--- config.mk ---
export PLATFORM = sky130hd
export DESIGN_NAME = prog_lut_eval
export DESIGN_NICKNAME = d
export VERILOG_FILES = /design/src/rtl/prog_lut_eval.sv
export SDC_FILE = /design/constraint.sdc
export NUM_CORES = 1
export LEC_CHECK = 0
export ABC_CLOCK_PERIOD_IN_PS = 2200
export CAP_MARGIN = 30
export CORE_MARGIN = 2
export CORE_UTILIZATION = 49
export DETAILED_ROUTE_END_ITERATION = 6
export GPL_TIMING_DRIVEN = 0
export HOLD_SLACK_MARGIN = 0.03
export PLACE_DENSITY = 0.83
export SYNTH_ARGS = -nofsm -noshare
export SYNTH_HDL_FRONTEND = slang
export SYNTH_SLANG_ARGS = --single-unit
export TNS_END_PERCENT = 5
--- constraint.sdc ---
create_clock -name clk -period 2.2 [get_ports clk]
set_clock_uncertainty 0.1 [all_clocks]
set_input_delay 0.22 -clock clk [delete_from_list [all_inputs] [get_ports clk]]
set_output_delay 0.22 -clock clk [all_outputs]
set_load 0.02 [all_outputs]
--- src/rtl/prog_lut_eval.sv ---
// Purpose: evaluates an N-input Boolean function held in a run-time reprogrammable 2^N-bit truth table, with a built-in exhaustive sweep.
// Latency: 1 cycle from an accepted in_valid to out_valid; a sweep emits one vector per cycle, one cycle after entering SWEEP.
// Backpressure: in_ready drops only while sweeping, and in_valid is then ignored; config loads stall on cycles without cfg_valid.
module prog_lut_eval #(
    parameter int                N    = 3,
    parameter logic [2**N-1:0]   INIT = 8'h3A
) (
    input  logic           clk,
    input  logic           rst,
    input  logic           cfg_start,
    input  logic           cfg_valid,
    input  logic           cfg_bit,
    output logic           cfg_done,
    input  logic           sweep_start,
    input  logic           in_valid,
    input  logic [N-1:0]   in_vec,
    output logic           in_ready,
    output logic           out_valid,
    output logic           F,
    output logic [N-1:0]   out_idx,
    output logic           sweep_done,
    output logic [N:0]     sweep_ones,
    output logic           busy
);

    localparam int TBL = 2**N;

    typedef enum logic [1:0] {
        ST_READY,
        ST_LOAD,
        ST_SWEEP
    } state_t;

    state_t          state;
    state_t          state_nxt;
    logic [TBL-1:0]  active_tbl;
    logic [TBL-1:0]  shadow_tbl;
    logic [TBL-1:0]  shadow_wr;
    logic [N-1:0]    load_cnt;
    logic [N-1:0]    sweep_cnt;
    logic [N:0]      ones_acc;
    logic [N:0]      ones_sum;
    logic            cfg_wr;
    logic            load_last;
    logic            sweep_go;
    logic            sweep_emit;
    logic            sweep_bit;

    // cfg_start has priority over sweep_start when both arrive in READY
    assign sweep_go   = (state == ST_READY) && !cfg_start && sweep_start;
    assign cfg_wr     = (state == ST_LOAD) && cfg_valid;
    assign load_last  = cfg_wr && (&load_cnt);
    // sweep_done high means the last vector is on the outputs; the next cycle only exits
    assign sweep_emit = (state == ST_SWEEP) && !sweep_done;
    assign sweep_bit  = active_tbl[sweep_cnt];
    assign ones_sum   = ones_acc + {{N{1'b0}}, sweep_bit};

    assign in_ready   = (state != ST_SWEEP);
    assign busy       = (state != ST_READY);

    // Shadow table with the incoming serial bit merged in, so the final bit can commit in the same edge
    always_comb begin
        shadow_wr           = shadow_tbl;
        shadow_wr[load_cnt] = cfg_bit;
    end

    // Next-state decode; start requests outside READY are dropped
    always_comb begin
        state_nxt = state;
        case (state)
            ST_READY: begin
                if (cfg_start)
                    state_nxt = ST_LOAD;
                else if (sweep_start)
                    state_nxt = ST_SWEEP;
            end
            ST_LOAD: begin
                if (load_last)
                    state_nxt = ST_READY;
            end
            ST_SWEEP: begin
                if (sweep_done)
                    state_nxt = ST_READY;
            end
            default: state_nxt = ST_READY;
        endcase
    end

    // State register
    always_ff @(posedge clk or posedge rst) begin
        if (rst)
            state <= ST_READY;
        else
            state <= state_nxt;
    end

    // Serial table load into the shadow copy, committed to the active table on the last bit
    always_ff @(posedge clk or posedge rst) begin
        if (rst) begin
            active_tbl <= INIT;
            shadow_tbl <= '0;
            load_cnt   <= '0;
            cfg_done   <= 1'b0;
        end else begin
            cfg_done <= load_last;
            if ((state == ST_READY) && cfg_start)
                load_cnt <= '0;
            if (cfg_wr) begin
                shadow_tbl <= shadow_wr;
                load_cnt   <= load_cnt + 1'b1;
            end
            if (load_last)
                active_tbl <= shadow_wr;
        end
    end

    // Output register: sweep vectors take the outputs while sweeping, otherwise accepted lookups
    always_ff @(posedge clk or posedge rst) begin
        if (rst) begin
            out_valid  <= 1'b0;
            F          <= 1'b0;
            out_idx    <= '0;
            sweep_done <= 1'b0;
            sweep_ones <= '0;
            sweep_cnt  <= '0;
            ones_acc   <= '0;
        end else begin
            out_valid  <= 1'b0;
            sweep_done <= 1'b0;
            if (sweep_go) begin
                sweep_cnt <= '0;
                ones_acc  <= '0;
            end
            if (sweep_emit) begin
                out_valid <= 1'b1;
                out_idx   <= sweep_cnt;
                F         <= sweep_bit;
                ones_acc  <= ones_sum;
                sweep_cnt <= sweep_cnt + 1'b1;
                if (&sweep_cnt) begin
                    sweep_done <= 1'b1;
                    sweep_ones <= ones_sum;
                end
            end else if (in_ready && in_valid) begin
                out_valid <= 1'b1;
                out_idx   <= in_vec;
                F         <= active_tbl[in_vec];
            end
        end
    end

endmodule

== Yosys cells after proc, flatten, opt, wreduce, memory -nomap -nowiden ==
Index checks and enable logic that the tools add are counted.
Word-level totals
  output and inout bits: 13
  logic and storage cells: 70
  bits of input ports: 10
  register bits after elaboration: 39
Operators by class
  equal/unequal tests: 6
  add/sub/neg operators: 3
  reductions and logical operators: 19
  muxes and demuxes: 26
  order comparisons: 4
Operators with widths (count)
  $mux 3: 6
  $lt 3x4->1 const B: 3
  $mux 1: 9
  $reduce_and 3->1: 3
  $bwmux 8: 1
  $logic_and 1x1->1: 8
  $mux 2: 4
  $mux 4: 2
  $reduce_bool 2->1: 4
  $add 3x1->3 const B: 2
  $bmux 1 s3: 2
  $ne 2x2->1 const B: 3
  $pmux 2 s3: 1
  $add 4x1->4: 1
  $reduce_and 4->1: 1
  $demux 1 s3: 1
  $ge 3x1->1 const B: 1
  $ne 3x3->1 const B: 1
  $eq 2x1->1 const B: 1
  $eq 2x2->1 const B: 1
  $logic_not 1->1: 2
  $logic_not 2->1: 1

== Longest topological paths before layout ==
  depth in word-level cells: 5
  mapped depth: 7
  depth with buffers taken out: 7

== Worst setup path after synthesis ==
No wires, ideal clock.
  path type: register to register
  start point: register sweep_cnt[0]
  end point: register sweep_ones[2]
  stages on the path, launching flop included: 8
  setup time: 0.125 ns
  slack: 0.019 ns
  required time: 1.975 ns
  arrival time: 1.956 ns
  cells stage by stage: dfrtp_1 > mux4_2 > mux2i_1 > inv_1 > ha_1 > ha_1 > xor2_1 > mux2_4
On the way
  longest elaborated chain between the ends: 3
RTL lines
  from (decl): RTL line 40  | logic [N-1:0] sweep_cnt;
  from (signal assigned): RTL line 139  | sweep_cnt <= sweep_cnt + 1'b1;
  $bmux 1 s3: RTL line 55  | assign sweep_bit = active_tbl[sweep_cnt];
  $mux 1 (implied by the code): RTL line 55
  $add 4x1->4: RTL line 56  | assign ones_sum = ones_acc + {{N{1'b0}}, sweep_bit};
  to (signal assigned): RTL line 142  | sweep_ones <= ones_sum;
  to (decl): RTL line 22  | output logic [N:0] sweep_ones,
Several ways; a longest one is shown, not always the timed one. The select of a mux whose other input is x is not followed.
A chain may end at the register's enable or synchronous reset.

== Worst setup path after layout ==
Ends and elaborated chain as after synthesis.

==> impl_metrics.prom <==
# TYPE chip_impl_metric gauge
chip_impl_metric{name="clock_path_buffers",unit=""} 2
chip_impl_info{name="timing.critical_path.mode_cell",value="ha_4"} 1
chip_impl_metric{name="critical_path_arrival",unit="ps"} 2320
chip_impl_metric{name="vdd.ir_drop.worst",unit="mV"} 0.543
chip_impl_metric{name="num_antenna_cells",unit=""} 0
chip_impl_info{name="reg2reg_from",value="sweep_cnt[0]"} 1
chip_impl_metric{name="die_outline_height",unit="um"} 66.3
chip_impl_info{name="synthMostInstantiatedCell",value="dfrtp_1"} 1
chip_impl_metric{name="die_w",unit="um"} 66.3
chip_impl_metric{name="total_power",unit="mW"} 2.36
chip_impl_metric{name="setup_tns",unit="ps"} -41.8
chip_impl_metric{name="post-route-period-util",unit="%"} 102
chip_impl_metric{name="vias_per_cell",unit=""} 5.64
chip_impl_metric{name="max_cap_violations",unit=""} 0
chip_impl_metric{name="drt_first_iter_violations",unit=""} 76
chip_impl_info{name="hold_path_class",value="input port to async pin"} 1
chip_impl_info{name="crit_family",value="multiplexers"} 1
chip_impl_metric{name="antenna_found_initial",unit=""} 0
chip_impl_info{name="crit_slowest_cell",value="mux4_2"} 1
chip_impl_metric{name="critPathBufInv",unit=""} 1
chip_impl_metric{name="worst-slew-pin-transition",unit="ps"} 843
chip_impl_metric{name="cellPowerDensity",unit="nW/um^2"} 1000
chip_impl_metric{name="finalSetupViolCount",unit=""} 1
chip_impl_metric{name="placementRows",unit=""} 22
chip_impl_metric{name="synth_top_area_share",unit="%"} 46.0
chip_impl_info{name="violated_checks",value="negative setup slack"} 1
chip_impl_metric{name="core-area",unit="um^2"} 3690
chip_impl_metric{name="drt_wl_total",unit="mm"} 3.84
chip_impl_info{name="status",value="finished with violations"} 1
chip_impl_metric{name="cts_htree_levels",unit=""} 2
chip_impl_metric{name="flow.area_growth_from_synthesis",unit="%"} 23.4
chip_impl_metric{name="drive_above_1_share",unit="%"} 17.3
chip_impl_info{name="worst_setup_path_start_kind",value="register"} 1
chip_impl_metric{name="placement.io_buffers",unit=""} 21
chip_impl_metric{name="routed-via-count",unit=""} 1377
chip_impl_info{name="critical_path.endpoint_type",value="register"} 1
chip_impl_metric{name="postSynth.asyncResetShare",unit="%"} 100
chip_impl_metric{name="gp_congestion",unit=""} 0.838
chip_impl_metric{name="drcViolationCount",unit=""} 0
chip_impl_metric{name="final-max-slew-violation-count",unit=""} 0
chip_impl_info{name="clk_tree_root_cell",value="clkbuf_8"} 1
chip_impl_metric{name="critical_path.max_fanout",unit=""} 3
chip_impl_metric{name="synthDistinctLibCells",unit=""} 36
chip_impl_metric{name="rrSetupSlack",unit="ps"} -40
chip_impl_metric{name="gr-usage-all-layers",unit="%"} 20.2
chip_impl_metric{name="clock_insertion_delay_at_the_later_pin_of_the_skew_report",unit="ps"} 290
chip_impl_metric{name="dieArea",unit="um^2"} 4400
chip_impl_metric{name="design.portCount",unit=""} 23
chip_impl_info{name="tritoncts_clock_tree",value="yes"} 1
chip_impl_metric{name="detailedPlace.worstSlack",unit="ps"} -180
chip_impl_metric{name="leakagePower",unit="nW"} 1.07
chip_impl_metric{name="synth_sequential_area_ratio",unit="%"} 51.5
chip_impl_metric{name="effective_utilization_at_floorplan",unit="%"} 51.6
chip_impl_info{name="synth_common_cells",value="dfrtp_1 (35), o21ai_0 (19), nand2_1 (18)"} 1
chip_impl_metric{name="grt_pass1_wl",unit="mm"} 6.39
chip_impl_metric{name="max_clock_freq",unit="GHz"} 0.446
chip_impl_metric{name="antenna_left",unit=""} 0
chip_impl_metric{name="overflow",unit=""} 0
chip_impl_metric{name="synth-warning-count",unit=""} 0
chip_impl_metric{name="grt_max_degree",unit=""} 22
chip_impl_metric{name="worst_slack",unit="ps"} -41.8
chip_impl_metric{name="postSynthAreaPerCell",unit="um^2"} 11.6
chip_impl_metric{name="hpwlAfterDp",unit="mm"} 2.79
chip_impl_metric{name="avgRoutedWirePerCell",unit="um"} 15.8
chip_impl_info{name="primary_flip_flop_cell_chosen_by_synthesis_mapping",value="dfrtp_1"} 1
chip_impl_metric{name="postSynthCellCount",unit=""} 164
chip_impl_info{name="yosys-top-cells-area",value="dfrtp_1 (46%), mux2i_1 (6.3%), dfstp_2 (5.5%)"} 1
chip_impl_metric{name="clkTransAtPathRegs",unit="ps"} 70
chip_impl_metric{name="synthesis.area",unit="um^2"} 1900
chip_impl_metric{name="r2r_cells",unit=""} 7
chip_impl_metric{name="final_count_of_hold_timing_violations",unit=""} 0
chip_impl_metric{name="filler_cell_count",unit=""} 294
chip_impl_metric{name="cts_made_buffers",unit=""} 5
chip_impl_metric{name="required",unit="ps"} 2280
chip_impl_metric{name="drt_first_pass_iters",unit=""} 4
chip_impl_metric{name="tritoncts_num_sinks",unit=""} 39
chip_impl_info{name="timing.rr.end",value="sweep_ones[2]"} 1
chip_impl_metric{name="first_global_vias",unit=""} 1426
chip_impl_info{name="setup.worst_path.class",value="register to register"} 1
chip_impl_metric{name="layout.nets",unit=""} 211
chip_impl_metric{name="synth.ff_latch_count",unit=""} 39
chip_impl_metric{name="period_minus_slack",unit="ps"} 2240
chip_impl_info{name="rsz0062_at_grt",value="true"} 1
chip_impl_info{name="critical_path.cell_chain",value="mux4_2 -> mux2i_2 -> inv_2 -> ha_4 -> ha_4 -> xor2_1 -> mux2_4"} 1
chip_impl_metric{name="cp_slowest_stage_delay",unit="ps"} 530
chip_impl_info{name="synth.largest_area_cell",value="dfrtp_1"} 1
chip_impl_metric{name="relSlewSlack",unit="%"} 43.8
chip_impl_metric{name="post_synth_edffs",unit=""} 0
chip_impl_metric{name="syn-num-nets",unit=""} 180
[logic make-up (layout without fill, tap and decap cells)]
logic type	count (synthesis)	in the layout	share of synthesized area, %
simple gates	46	46	13.9
compound gates	35	35	11.8
fa+ha+maj	6	6	3.94
mux	21	21	14.8
flops	39	39	51.5
xor+xnor	2	2	0.921
buf+inv	15	47	3.09
[cell usage in the layout (no fill, tap or decap), types with 2 or more instances in the layout]
cell,n
a21o_1,2
a22o_1,7
a31oi_1,2
buf_2,2
buf_4,2
clkbuf_1,7
clkbuf_8,7
clkdlybuf4s50_1,21
dfrtp_1,34
dfstp_2,4
ha_1,4
ha_4,2
inv_1,6
mux2_4,4
mux2i_1,11
mux4_2,4
nand2_1,18
nand3_1,4
nand3b_1,4
nor2_1,5
nor3_1,2
nor3b_1,3
o21ai_0,19
[power breakdown]
group | internal, mW | switching [mW] | total, mW
combinational | 0.380 | 0.415 | 0.796
clock | 0.286 | 0.242 | 0.528
sequential | 0.916 | 0.116 | 1.03
[layer usage]
metal  track usage (%)  up-vias  routed length [um]
met3              7.67        6                 176
li1                  -      657                   -
met1              21.0      681                1550
met4              7.40        0                  57
met2              36.6       33                2060
met5                 0        -                   0
[layout make-up]
type | instances | area, um^2 | area share (%)
Timing Repair Buffer | 24 | 253 | 10.8
Tap cell | 48 | 60.1 | 2.56
Clock buffer | 8 | 100 | 4.26
Buffer | 8 | 32.5 | 1.39
Sequential cell | 39 | 982 | 41.8
Inverter | 7 | 26.3 | 1.12
Multi-Input combinational cell | 110 | 895 | 38.1
[how the worst max path moves through the flow]
| stage | from | to | slack (ps) | cells past startpoint |
|---|---|---|---|---|
| 3_5_place_dp | sweep_cnt[0] | sweep_ones[2] | -180 | 7 |
| 3_3_place_gp | sweep_cnt[0] | sweep_ones[2] | -120 | 7 |
| 6_report | sweep_cnt[0] | sweep_ones[2] | -40 | 7 |
| 2_1_floorplan | sweep_cnt[0] | sweep_ones[2] | 20 | 7 |
| 5_1_grt | sweep_cnt[0] | sweep_ones[2] | -90 | 7 |
| 4_1_cts | sweep_cnt[0] | sweep_ones[2] | 10 | 7 |
[state kept, by name, summed over array words and instances (netlist names)]
| name | flops |
|---|---|
| out_idx | 3 |
| ones_acc | 4 |
| state | 2 |
| sweep_ones | 4 |
| load_cnt | 3 |
| cfg_done | 1 |
| out_valid | 1 |
| F | 1 |
| active_tbl | 8 |
| sweep_cnt | 3 |
| shadow_tbl | 8 |
| sweep_done | 1 |
[timing repair]
| item | CTS | global route |
|---|---|---|
| buffers inserted | 2 | 0 |
| resized for setup | 6 | 2 |
| setup endpoints to repair | 5 | 2 |
| hold buffers | 0 | 0 |
[stage by stage]
step | cells | hold WS, ps | util, % | cell area, um^2
CTS | 244 | 316 | 63.4 | 2340
detailed placement | 234 | 370 | 59.7 | 2200
floorplan | 164 | 269 | - | 1900
global placement | 233 | 364 | 58.9 | 2170
global route | 244 | 361 | 63.7 | 2350
finish | 244 | 293 | 63.7 | 2350
Note: power is estimated with default switching activity, not from simulation.
